<file path="config.mk">
export PLATFORM = sky130hd
export DESIGN_NAME = snowflake_ssd_ctrl
export DESIGN_NICKNAME = d
export VERILOG_FILES = /design/src/rtl/snowflake_pkg.sv /design/src/rtl/snowflake_ssd_scan.sv /design/src/rtl/snowflake_ssd_ctrl.sv
export SDC_FILE = /design/constraint.sdc
export NUM_CORES = 1
export LEC_CHECK = 0
export BUFFER_PORTS_ARGS = -buffer_cell sky130_fd_sc_hd__buf_2
export CAP_MARGIN = 15
export CORE_ASPECT_RATIO = 0.7
export CORE_UTILIZATION = 52
export DETAILED_ROUTE_END_ITERATION = 8
export MAX_ROUTING_LAYER = met4
export PLACE_DENSITY = 0.84
export SYNTH_ARGS = -nofsm -noshare
export SYNTH_HDL_FRONTEND = slang
export SYNTH_SLANG_ARGS = --single-unit
</file>
<file path="constraint.sdc">
create_clock -name clk -period 2.2 [get_ports clk]
set_input_delay 0.22 -clock clk [delete_from_list [all_inputs] [get_ports clk]]
set_output_delay 0.22 -clock clk [all_outputs]
set_load 0.01 [all_outputs]
</file>
<file path="src/rtl/snowflake_pkg.sv">
// Shared definitions for the snowflake 7-segment display controller:
// register offsets, CTRL field layout and the packed CTRL register type.
package snowflake_pkg;

  localparam logic [7:0] SSD_CTRL   = 8'h00;
  localparam logic [7:0] SSD_STATUS = 8'h04;
  localparam logic [7:0] SSD_DIGIT0 = 8'h08;

  localparam int CTRL_EN_BIT     = 0;
  localparam int CTRL_BRIGHT_LSB = 4;
  localparam int CTRL_BRIGHT_MSB = 7;

  typedef struct packed {
    logic [3:0] bright;
    logic       en;
  } ssd_ctrl_t;

  // Places the stored CTRL fields back at their bus bit positions; all other bits read 0.
  function automatic logic [31:0] ctrl_to_word(input ssd_ctrl_t c);
    logic [31:0] w;
    w = '0;
    w[CTRL_EN_BIT] = c.en;
    w[CTRL_BRIGHT_MSB:CTRL_BRIGHT_LSB] = c.bright;
    return w;
  endfunction

endpackage

</file>
<file path="src/rtl/snowflake_ssd_scan.sv">
// Scan timing for the display: prescaler -> 16-step PWM counter -> digit index.
// Counters run while en=1 and clear to zero on the first edge with en=0.
module snowflake_ssd_scan #(
  parameter int NUM_DIGITS = 2,
  parameter int CLK_DIV    = 1000
) (
  input  logic       clk,
  input  logic       rstz,
  input  logic       en,
  output logic [2:0] digit_idx,
  output logic [3:0] pwm_cnt,
  output logic       tick
);

  logic [15:0] r_presc;
  logic [3:0]  r_pwm;
  logic [2:0]  r_idx;

  assign tick      = en && (r_presc == 16'(CLK_DIV - 1));
  assign digit_idx = r_idx;
  assign pwm_cnt   = r_pwm;

  // NOTE: state registers use non-blocking assignments so every counter samples
  // the pre-edge values of the others, independent of statement order.
  always_ff @(posedge clk or negedge rstz) begin
    if (!rstz) begin
      r_presc <= '0;
      r_pwm   <= '0;
      r_idx   <= '0;
    end else if (!en) begin
      r_presc <= '0;
      r_pwm   <= '0;
      r_idx   <= '0;
    end else if (tick) begin
      r_presc <= '0;
      r_pwm   <= r_pwm + 4'd1;
      if (r_pwm == 4'hF) begin
        r_idx <= (r_idx == 3'(NUM_DIGITS - 1)) ? 3'd0 : r_idx + 3'd1;
      end
    end else begin
      r_presc <= r_presc + 16'd1;
    end
  end

endmodule

</file>
<file path="src/rtl/snowflake_ssd_ctrl.sv">
// Multiplexed 7-segment display controller with a snowflake-bus register slave:
// register file, read mux, scan engine instance and registered polarity stage.
module snowflake_ssd_ctrl
  import snowflake_pkg::*;
#(
  parameter int NUM_DIGITS     = 2,
  parameter int CLK_DIV        = 1000,
  parameter int SEG_ACTIVE_LOW = 0,
  parameter int SEL_ACTIVE_LOW = 0
) (
  input  logic                  clk,
  input  logic                  rstz,
  input  logic [7:0]            sys_addr,
  input  logic [31:0]           sys_wr_data,
  input  logic                  sys_en,
  input  logic                  sys_wr_en,
  output logic [31:0]           sys_rd_data,
  output logic [6:0]            seg,
  output logic [NUM_DIGITS-1:0] sel
);

  localparam logic [6:0]            SEG_OFF = {7{SEG_ACTIVE_LOW != 0}};
  localparam logic [NUM_DIGITS-1:0] SEL_OFF = {NUM_DIGITS{SEL_ACTIVE_LOW != 0}};

  logic [7:0]  w_addr;
  logic        w_wr;
  logic        w_rd;
  logic [31:0] w_rd_next;
  logic [2:0]  w_digit_idx;
  logic [3:0]  w_pwm_cnt;
  logic        w_tick;
  logic        w_active;
  logic [6:0]  w_pattern;
  logic [6:0]  w_seg_next;
  logic [NUM_DIGITS-1:0] w_sel_next;
  logic        w_unused;

  ssd_ctrl_t   r_ctrl;
  logic [6:0]  r_digit [NUM_DIGITS];
  logic [31:0] r_rd_data;
  logic        r_en_d;
  logic [6:0]  r_seg;
  logic [NUM_DIGITS-1:0] r_sel;

  assign w_addr   = {sys_addr[7:2], 2'b00};
  assign w_wr     = sys_en && sys_wr_en;
  assign w_rd     = sys_en && !sys_wr_en;
  assign w_unused = ^{sys_wr_data[31:8], sys_addr[1:0], w_tick};

  // NOTE: the digit registers are reset along with CTRL because a display that
  // powers up showing stale patterns is visible to the user; the file is tiny.
  always_ff @(posedge clk or negedge rstz) begin
    if (!rstz) begin
      r_ctrl <= '0;
      for (int i = 0; i < NUM_DIGITS; i++) r_digit[i] <= '0;
    end else if (w_wr) begin
      if (w_addr == SSD_CTRL) begin
        r_ctrl.en     <= sys_wr_data[CTRL_EN_BIT];
        r_ctrl.bright <= sys_wr_data[CTRL_BRIGHT_MSB:CTRL_BRIGHT_LSB];
      end
      for (int i = 0; i < NUM_DIGITS; i++) begin
        if (w_addr == SSD_DIGIT0 + 8'(4 * i)) r_digit[i] <= sys_wr_data[6:0];
      end
    end
  end

  // NOTE: every always_comb output gets a default first, so no path can leave
  // a value unassigned and infer a latch.
  always_comb begin
    w_rd_next = '0;
    if (w_addr == SSD_CTRL) begin
      w_rd_next = ctrl_to_word(r_ctrl);
    end else if (w_addr == SSD_STATUS) begin
      w_rd_next = {24'd0, w_pwm_cnt, 1'b0, w_digit_idx};
    end
    for (int i = 0; i < NUM_DIGITS; i++) begin
      if (w_addr == SSD_DIGIT0 + 8'(4 * i)) w_rd_next = {25'd0, r_digit[i]};
    end
  end

  always_ff @(posedge clk or negedge rstz) begin
    if (!rstz) begin
      r_rd_data <= '0;
    end else if (w_rd) begin
      r_rd_data <= w_rd_next;
    end
  end

  snowflake_ssd_scan #(
    .NUM_DIGITS (NUM_DIGITS),
    .CLK_DIV    (CLK_DIV)
  ) u_scan (
    .clk       (clk),
    .rstz      (rstz),
    .en        (r_ctrl.en),
    .digit_idx (w_digit_idx),
    .pwm_cnt   (w_pwm_cnt),
    .tick      (w_tick)
  );

  // Outputs stay live for the one cycle in which the counters clear after a
  // disable, so the pins go dark two edges after the CTRL write.
  assign w_active = r_ctrl.en || r_en_d;

  always_comb begin
    w_pattern  = '0;
    w_sel_next = '0;
    for (int i = 0; i < NUM_DIGITS; i++) begin
      if (w_digit_idx == 3'(i)) w_pattern = r_digit[i];
      w_sel_next[i] = w_active && (w_digit_idx == 3'(i));
    end
    w_seg_next = (w_active && (w_pwm_cnt < r_ctrl.bright)) ? w_pattern : 7'd0;
  end

  always_ff @(posedge clk or negedge rstz) begin
    if (!rstz) begin
      r_en_d <= 1'b0;
      r_seg  <= SEG_OFF;
      r_sel  <= SEL_OFF;
    end else begin
      r_en_d <= r_ctrl.en;
      r_seg  <= w_seg_next ^ SEG_OFF;
      r_sel  <= w_sel_next ^ SEL_OFF;
    end
  end

  assign sys_rd_data = r_rd_data;
  assign seg         = r_seg;
  assign sel         = r_sel;

endmodule

</file>
Word-level counts from Yosys, hierarchy flattened
Index checks and enable logic that the tools add are counted.
- register bits after elaboration: 84
- input bits: 44
- output and inout bits: 41
- logic and storage cells: 52
- add/subtract/negate cells: 3
- magnitude comparators: 1
- equal/unequal tests: 8
- mux-type cells: 15
- reductions and logical operators: 14
- operator list (cell ; count):
    2-to-1 mux 32 bit ; 2
    2-to-1 mux 16 bit ; 2
    2-to-1 mux 7 bit ; 3
    adder 16 x 1 -> 16 bit (second input constant) ; 1
    equality test 16 x 10 -> 1 bit (second input constant) ; 1
    2-to-1 mux 8 bit ; 2
    equality test 6 x 2 -> 1 bit (second input constant) ; 2
    2-to-1 mux 3 bit ; 4
    zero test 8 bit ; 1
    2-to-1 mux 4 bit ; 2
    AND reduction 2 bit ; 4
    equality test 6 x 1 -> 1 bit (second input constant) ; 1
    logical AND 1 bit ; 6
    adder 4 x 1 -> 4 bit (second input constant) ; 1
    equality test 4 bit (second input constant) ; 1
    less-than comparator 4 bit ; 1
    inequality test 2 x 1 -> 1 bit (second input constant) ; 2
    adder 3 x 1 -> 3 bit (second input constant) ; 1
    equality test 3 x 1 -> 1 bit (second input constant) ; 1
    zero test 3 bit ; 1
    zero test 1 bit ; 1
    logical OR 1 bit ; 1

Logic depth before layout (Yosys ltp)
Gate-level depths: netlist of the first run.
- depth in word-level cells: 5
- mapped depth: 7
- mapped depth without buffers: 5

By module
A second synthesis of the first run with hierarchy kept.
- cells, all modules: 285
- area total of the unflattened synthesis: 3163.0 µm²
- modules (own cells, without submodules) (module ; times used ; cells each ; area an instance (µm²) ; seq. area each (µm²)):
    snowflake_ssd_ctrl ; 1 ; 163 ; 1955.6 ; 925.9
    snowflake_ssd_scan ; 1 ; 122 ; 1207.4 ; 575.6

Worst setup path after synthesis of the first run
Ideal clock, no wire load.
- path kind: flip-flop to flip-flop
- start point: register u_scan.r_presc[10]
- end point: register u_scan.r_presc[10]
- library setup time: 0.119 ns
- arrival: 1.801 ns
- required time: 2.081 ns
- setup slack: 0.280 ns
- cell stages (with the launch flop): 8
- path buffers: 3
- period minus slack after synthesis: 1.920 ns
- cell sequence: dfrtp_1 -> buf_6 -> or4_1 -> or4_1 -> buf_2 -> nand2_4 -> buf_8 -> nor2_1
- word-level cells in the longest chain between the ends: 4
- elaborated cells on any way between the ends: 5
- classes of those cells: add/sub: 1; eq/ne: 1; mux: 2; reduce/logical: 1
- ends and longest elaborated chain (what ; RTL line ; text):
    start: declaration ; snowflake_ssd_scan.sv:15 ; logic [15:0] r_presc;
    start signal: assignment ; snowflake_ssd_scan.sv:41 ; r_presc <= r_presc + 16'd1;
    parallel branches: the longest is 2 deep, another holds adder 16 x 1 -> 16 bit ; n/a ;
    2-to-1 mux 16 bit * ; snowflake_ssd_scan.sv:34 ; end else if (tick) begin
    2-to-1 mux 16 bit * ; snowflake_ssd_scan.sv:30 ; end else if (!en) begin
Every way passes the cells marked *.
A chain may end at the register's enable or synchronous reset.

Worst setup path after layout of the first run
- start point: register u_scan.r_presc[12]
- end point: register u_scan.r_presc[15]
Same word-level chain as after synthesis.

==> results of run 1 <==
[cells by family (layout without fill, tap and decap cells)]
family,Yosys count,count (layout),synth area share (%)
AO/OA/AOI/OAI,34,34,7.70
other,1,24,0.124
adder cells (fa/ha/maj),5,5,2.07
AND/OR/NAND/NOR,79,79,14.4
buffers and inverters,44,67,9.18
multiplexers,31,31,12.5
XOR/XNOR,15,15,4.34
flip-flops,60,60,49.6
[worst max-delay path, cell delays in order, from the launching register on]
cell     delay (ps)
dfrtp_1         440
or4_1           530
or4_1           690
nand2_4         230
nor2_1           70
[path summary, 6_finish.rpt]
path / start / end
worst max-delay path: u_scan.r_presc[12]$_DFF_PN0_ / u_scan.r_presc[15]$_DFF_PN0_
worst min-delay path: rstz / u_scan.r_presc[12]$_DFF_PN0_
worst max register to register: u_scan.r_presc[12]$_DFF_PN0_ / u_scan.r_presc[15]$_DFF_PN0_
worst min register to register: sys_rd_data[3]$_DFFE_PN0P_ / sys_rd_data[3]$_DFFE_PN0P_
max in group asynchronous: rstz / r_digit[12]$_DFFE_PN0P_
min in group clk: sys_wr_data[7] / r_ctrl[4]$_DFFE_PN0P_
[stage by stage]
| stage | setup slack [ps] | std cells | power, W | hold slack [ps] |
|---|---|---|---|---|
| 2_1_floorplan | 280 | 292 | 0.00155 | -75.6 |
| 6_report | 110 | 387 | 0.00277 | 28.0 |
| 4_1_cts | 121 | 387 | 0.00278 | 54.2 |
| 5_1_grt | 43.6 | 387 | 0.00289 | 88.3 |
| 3_3_place_gp | 172 | 371 | 0.00162 | 413 |
| 3_5_place_dp | 146 | 371 | 0.00165 | 415 |
[flip-flops by register name, indices dropped and copies added, names as in the netlist]
signal / flops
sel: 2
sys_rd_data: 8
u_scan.pwm_cnt: 4
u_scan.digit_idx: 3
u_scan.r_presc: 16
r_digit: 14
seg: 7
r_en_d: 1
r_ctrl: 5
[placed cells by master (no fill, tap or decap), drive strengths merged, types with 6 or more instances in the layout]
master | netlist | layout
dfrtp | 60 | 60
buf | 30 | 41
conb | 1 | 24
nor2 | 22 | 22
mux2 | 15 | 15
nand2 | 14 | 14
xnor2 | 13 | 13
mux2i | 12 | 12
clkbuf | 4 | 12
o21ai | 11 | 11
inv | 9 | 9
nand3 | 8 | 8
a2111oi | 7 | 7
nor4 | 7 | 7
a22o | 6 | 6
[layout make-up]
class                   count  area, um^2
clock inverters             4        70.1
fillers                   431        2000
multi-input cells         188        1330
repair buffers             41         223
well taps                  72        90.1
flip-flops and latches     60        1500
clock buffers              12         165
inverters                  10        37.5
[per-layer routing]
metal,vias to the layer above,global-route usage (%)
met4,0,10.2
met2,118,35.6
li1,999,-
met1,1060,31.6
met3,12,5.86
met5,-,-
[power by group]
part | internal (W) | leakage [nW] | switching (W)
combinational | 0.000150 | 0.711 | 0.000199
clock | 0.000726 | 0.122 | 0.000407
sequential | 0.00120 | 0.798 | 0.0000890
total | 0.00207 | 1.63 | 0.000695
==> results.md, run 1 <==
- Status: complete, no violations
- Later-pin clock latency in the skew report: 330 ps
- Initial antenna violation count: 0
- Starting Density: 55.8%
- Synth area leaders: dfrtp_1, buf_4, mux2_2
- YS warnings: 0
- DR WL met2: 2.91 mm
- Crit Path Max Fanout: 13
- H-Tree Level Count: 3
- CTS tree: done
- Synthesis-stage register bit count: 60
- CP arrival: 2300 ps
- DRT met1 WL: 2.73 mm
- Pwr Density: 809 nW/um^2
- Maximum VDD drop: 0.426 mV
- Count of pins over their slew limit: 0
- Iter 0 DRT Violations: 350
- Reg-to-reg setup timing slack: 110 ps
- Root Driver: clkbuf_8
- Tmin final: 2090 ps
- Post-CTS resize count: 0
- Worst hold path class: in -> async
- Final Setup Violations: 0
- Type of the worst setup path: reg -> reg
- Die area: 6130 um^2
- Detailed Place HPWL: 4.40 mm
- Unrepaired setup endpoints after global routing: false
- Share of cells above drive strength 1: 25.1%
- Syn_area_per_cell: 11.2 um^2
- Post-synth EDFFs: 0
- Routability cong.: 0.850
- Cell Area, Placed: 3180 um^2
- Worst Tran Pin Value: 744 ps
- Most frequent cell after synthesis: dfrtp_1
- Main synth FF type: dfrtp_1
- Critical Path RT: 2410 ps
- WL final: 6.33 mm
- Netlist Area Pre-Place: 3020 um^2
- Synth unique cells: 41
- Core area: 5420 um^2
- Relative slew slack: 49.1%
- GRT Total Usage: 23.9%
- Chip Height: 65.8 um
- Post-CTS Repair Setup Buffers: 0
- Mapped Cells: 269
- Max layer used: met4
- Fraction of registers with async set/reset: 100%
- Fin. Hold Viols: 0
- Setup TNS: 0 ps
- Synth top area share: 49.6%
- Via count: 2,189
- Commonest cells post-synth: dfrtp_1, buf_4, nor2_1
- Area growth syn-to-layout: 13.0%
- Routed met3 length: 569 um
- Cts hold-fix bufs: 0
- Leak: 1.63 nW
- Fmax: 478 MHz
- Antenna cells: 0
- Routed WL per cell: 16.4 um
- Detailed-route DRC error count: 0
- Total grt overflow: 0
- Worst Clk Skew: 10.4 ps
- Maximum clock path buffer count: 2
- Buffers on Ports: 34
- Core Rows: 22
- Final #Nets: 359
- Clock sink count: 60
- Synth area leader: dfrtp_1
- Critical Path Source Type: flip-flop
- Pin count of the biggest net entering global routing: 61
- DRT Pass-1 Iters: 4
- Crit path capture type: flip-flop
- Number of global-route vias before repair: 2,095
- R2R depth: 4
- Clock transition at path regs: 70 ps
- Sequential fraction of the synthesis area: 49.6%
- First-pass GRT wire length: 10.4 mm
- Number of vias per cell: 5.66
- IO Count: 85
- Routed Antenna Nets: 0
- Core Util, Final: 63.0%
- Cts bufs inserted: 9
- Max-Cap Viols: 0
- Die Width: 93.2 um
- Final Cell Area: 3420 um^2
- Tcrit/Tclk final: 95.0%
(Power assumes the default switching activity.)
==> inputs of run 2 (changes only) <==
--- a/config.mk
+++ b/config.mk
@@ -5,11 +5,13 @@
 export SDC_FILE = /design/constraint.sdc
 export NUM_CORES = 1
 export LEC_CHECK = 0
+export ABC_AREA = 1
 export BUFFER_PORTS_ARGS = -buffer_cell sky130_fd_sc_hd__buf_2
 export CAP_MARGIN = 15
 export CORE_ASPECT_RATIO = 0.7
-export CORE_UTILIZATION = 52
+export CORE_UTILIZATION = 53
 export DETAILED_ROUTE_END_ITERATION = 8
+export GPL_TIMING_DRIVEN = 0
 export MAX_ROUTING_LAYER = met4
 export PLACE_DENSITY = 0.84
 export SYNTH_ARGS = -nofsm -noshare
==> run 2 against run 1 <==
Effect of this change: wire length is 14% higher; sequential share of layout area is 5.0 points lower; worst setup slack better by 470 ps; synthesized cell count is 61% higher.
==> results.md, run 2 <==
- DRT met1 WL: 3.54 mm
- Main synth FF type: dfrtp_1
- First-pass GRT wire length: 11.4 mm
- Largest register FFs: 16
- Later-pin clock latency in the skew report: 340 ps
- H-Tree Level Count: 3
- Detailed Place HPWL: 5.53 mm
- Cts bufs inserted: 9
- Routed met3 length: 761 um
- Worst hold path class: in -> reg
- Cell Area, Placed: 3680 um^2
- Relative slew slack: 58.6%
- Max layer used: met4
- Fmax: 619 MHz
- Final #Nets: 551
- Synth Area in XOR/XNOR: 2.38%
- Crit-path cells: ha_1 > nand3_1 > nor2_1 > nand2_2 > nand2_2 > buf_4 > nand3_1 > nand2_1
- YS warnings: 0
- Core area: 5870 um^2
- Reg-to-reg setup timing slack: 580 ps
- Fin. Hold Viols: 0
- Tmin final: 1620 ps
- Count of pins over their slew limit: 0
- Die area: 6570 um^2
- Pin count of the biggest net entering global routing: 35
- Final Cell Area: 3860 um^2
- Total grt overflow: 0
- GRT Total Usage: 24.6%
- HP Start: sys_wr_data[7]
- Routability cong.: 0.951
- Largest family of logic cells by synthesized area: simple AND/OR/NAND/NOR gates
- Tcrit/Tclk final: 73.5%
- Clock power share: 36.4%
- Synth Area in Compound Gates: 6.39%
- Root Driver: clkbuf_8
- Synthesis-stage register bit count: 60
- Combinational share of power: 13.0%
- IO Count: 85
- Syn_area_per_cell: 7.66 um^2
- Commonest non-fill, non-tap cell in the layout: nand2_1
- Share of cells above drive strength 1: 19.0%
- Critical Path RT: 2470 ps
- Most frequent cell after synthesis: nand2_1
- Core Util, Final: 65.7%
- CP peak stage delay: 410 ps
- Hold Path Sink: r_ctrl[4]$_DFFE_PN0P_
- CP arrival: 1880 ps
- Final Setup Violations: 0
- Die Width: 96.4 um
- Antenna cells: 0
- Iter 0 DRT Violations: 359
- R2R depth: 8
- Synth unique cells: 29
- Crit Path Max Fanout: 10
- Commonest cells post-synth: nand2_1, nor2_1, dfrtp_1
- Sequential fraction of the synthesis area: 45.4%
- Maximum clock path buffer count: 2
- Post-Synth Adder-Cell Area: 1.89%
- CTS tree: done
- Internal power: 0.00173 W
- Maximum VDD drop: 0.418 mV
- WL final: 7.24 mm
- DRT Pass-1 Iters: 5
- Leak: 1.98 nW
- Setup TNS: 0 ps
- Worst Tran Pin Value: 621 ps
- Chip Height: 68.1 um
- Register with the most flip-flops: u_scan.r_presc
- Register area: 1500 um^2
- Number of global-route vias before repair: 2,364
- Max-Cap Viols: 0
- Total Power: 0.00236 W
- DR WL met2: 2.87 mm
- Routed WL per cell: 12.5 um
- Buffers on Ports: 34
- Netlist Area Pre-Place: 3310 um^2
- R2R Path End: u_scan.pwm_cnt[0]$_DFFE_PN0P_
- Area growth syn-to-layout: 16.6%
- Delay-heaviest family, CP: simple AND/OR/NAND/NOR gates
- Worst Clk Skew: 10.2 ps
- WP buf/inv: 1
- Simple-gate share of the synthesized area: 31.1%
- Sw frac: 26.8%
- Starting Density: 56.4%
- Most frequent cells in the layout: nand2_1, nor2_1, dfrtp_1
- Crit path capture type: flip-flop
- Reg2reg start: u_scan.r_presc[0]$_DFF_PN0_
- Core Rows: 23
- Synth area leaders: dfrtp_1, nand2_1, nor2_1
- Psw: 0.000631 W
- Clock sink count: 60
- Fillcell total: 484
- Mapped Cells: 432
- Type of the worst setup path: reg -> reg
- Routed Antenna Nets: 0
- Critical Path Source Type: flip-flop
- Pwr Density: 611 nW/um^2
- Sequential share of power: 50.6%
- Number of vias per cell: 4.99
- Critical path's slowest cell: dfrtp_1
- Synth top area share: 45.4%
- Post-synth EDFFs: 0
- Unrepaired setup endpoints after global routing: false
- Synth area leader: dfrtp_1
- WHS Path Cells: 3
- Post-synthesis mux area share: 0%
- Status: complete, no violations
- Via count: 2,899
- Detailed-route DRC error count: 0
- Fraction of registers with async set/reset: 100%
- Initial antenna violation count: 0
- Post-CTS resize count: 0
- Clock transition at path regs: 60 ps
- Multi-input gate area: 1470 um^2
-- run 2: through the flow --
stage	worst slack, ps	cells	hold WS (ps)
2_1_floorplan	853	455	-75.6
3_3_place_gp	648	564	385
3_5_place_dp	610	565	268
4_1_cts	598	581	117
5_1_grt	478	581	158
6_report	584	581	123
-- run 2: power groups by stage --
stage | Combinational (W) | Sequential (W) | Clock (W)
final | 0.000306 | 0.00119 | 0.000859
after global routing | 0.000347 | 0.00120 | 0.000924
after CTS | 0.000304 | 0.00119 | 0.000875
after detailed placement | 0.000303 | 0.00121 | 0
after global placement | 0.000290 | 0.00121 | 0
after floorplan | 0.000198 | 0.00120 | 0
-- run 2: worst reg2reg max path, stage by stage, from the launching register on --
cell	delay [ps]
dfrtp_1	410
ha_1	270
nand3_1	110
nor2_1	130
nand2_2	140
nand2_2	130
buf_4	190
nand3_1	90
nand2_1	80
-- run 2: layer usage --
| layer | vias up | GRT usage, % |
|---|---|---|
| met5 | - | - |
| met4 | 0 | 7.54 |
| met3 | 9 | 7.44 |
| met2 | 143 | 31.1 |
| met1 | 1284 | 37.0 |
| li1 | 1463 | - |
-- run 2: cells by family after synthesis --
logic type | count (synthesis)
AO/OA/AOI/OAI | 36
XOR/XNOR | 9
adder cells (fa/ha/maj) | 5
buffers and inverters | 84
flip-flops | 60
other | 1
AND/OR/NAND/NOR | 237
-- run 2: cell type report --
cell class	instances	area share [%]
tap	75	2.43
timing repair buffer	36	5.19
multi-input combinational	311	38.2
clock inverter	2	0.259
clock buffer	13	4.12
buffer	34	6.06
sequential	60	38.9
inverter	50	4.86
-- run 2: how the worst max path moves through the flow --
stage	startpoint	cells after the start	slack [ps]	to
final	u_scan.r_presc[0]$_DFF_PN0_	8	580	u_scan.pwm_cnt[0]$_DFFE_PN0P_
after global placement	u_scan.r_presc[0]$_DFF_PN0_	8	650	u_scan.pwm_cnt[0]$_DFFE_PN0P_
after global routing	u_scan.r_presc[0]$_DFF_PN0_	8	480	u_scan.pwm_cnt[2]$_DFFE_PN0P_
after floorplan	u_scan.r_presc[0]$_DFF_PN0_	8	850	u_scan.digit_idx[1]$_DFFE_PN0P_
after CTS	u_scan.r_presc[0]$_DFF_PN0_	8	600	u_scan.pwm_cnt[0]$_DFFE_PN0P_
after detailed placement	u_scan.r_presc[0]$_DFF_PN0_	8	610	u_scan.pwm_cnt[0]$_DFFE_PN0P_
-- run 2: what timing repair did --
action / CTS / global route
endpoints found under the hold margin: 26 / 0
setup buffers: 0 / 0
hold buffers: 1 / 0
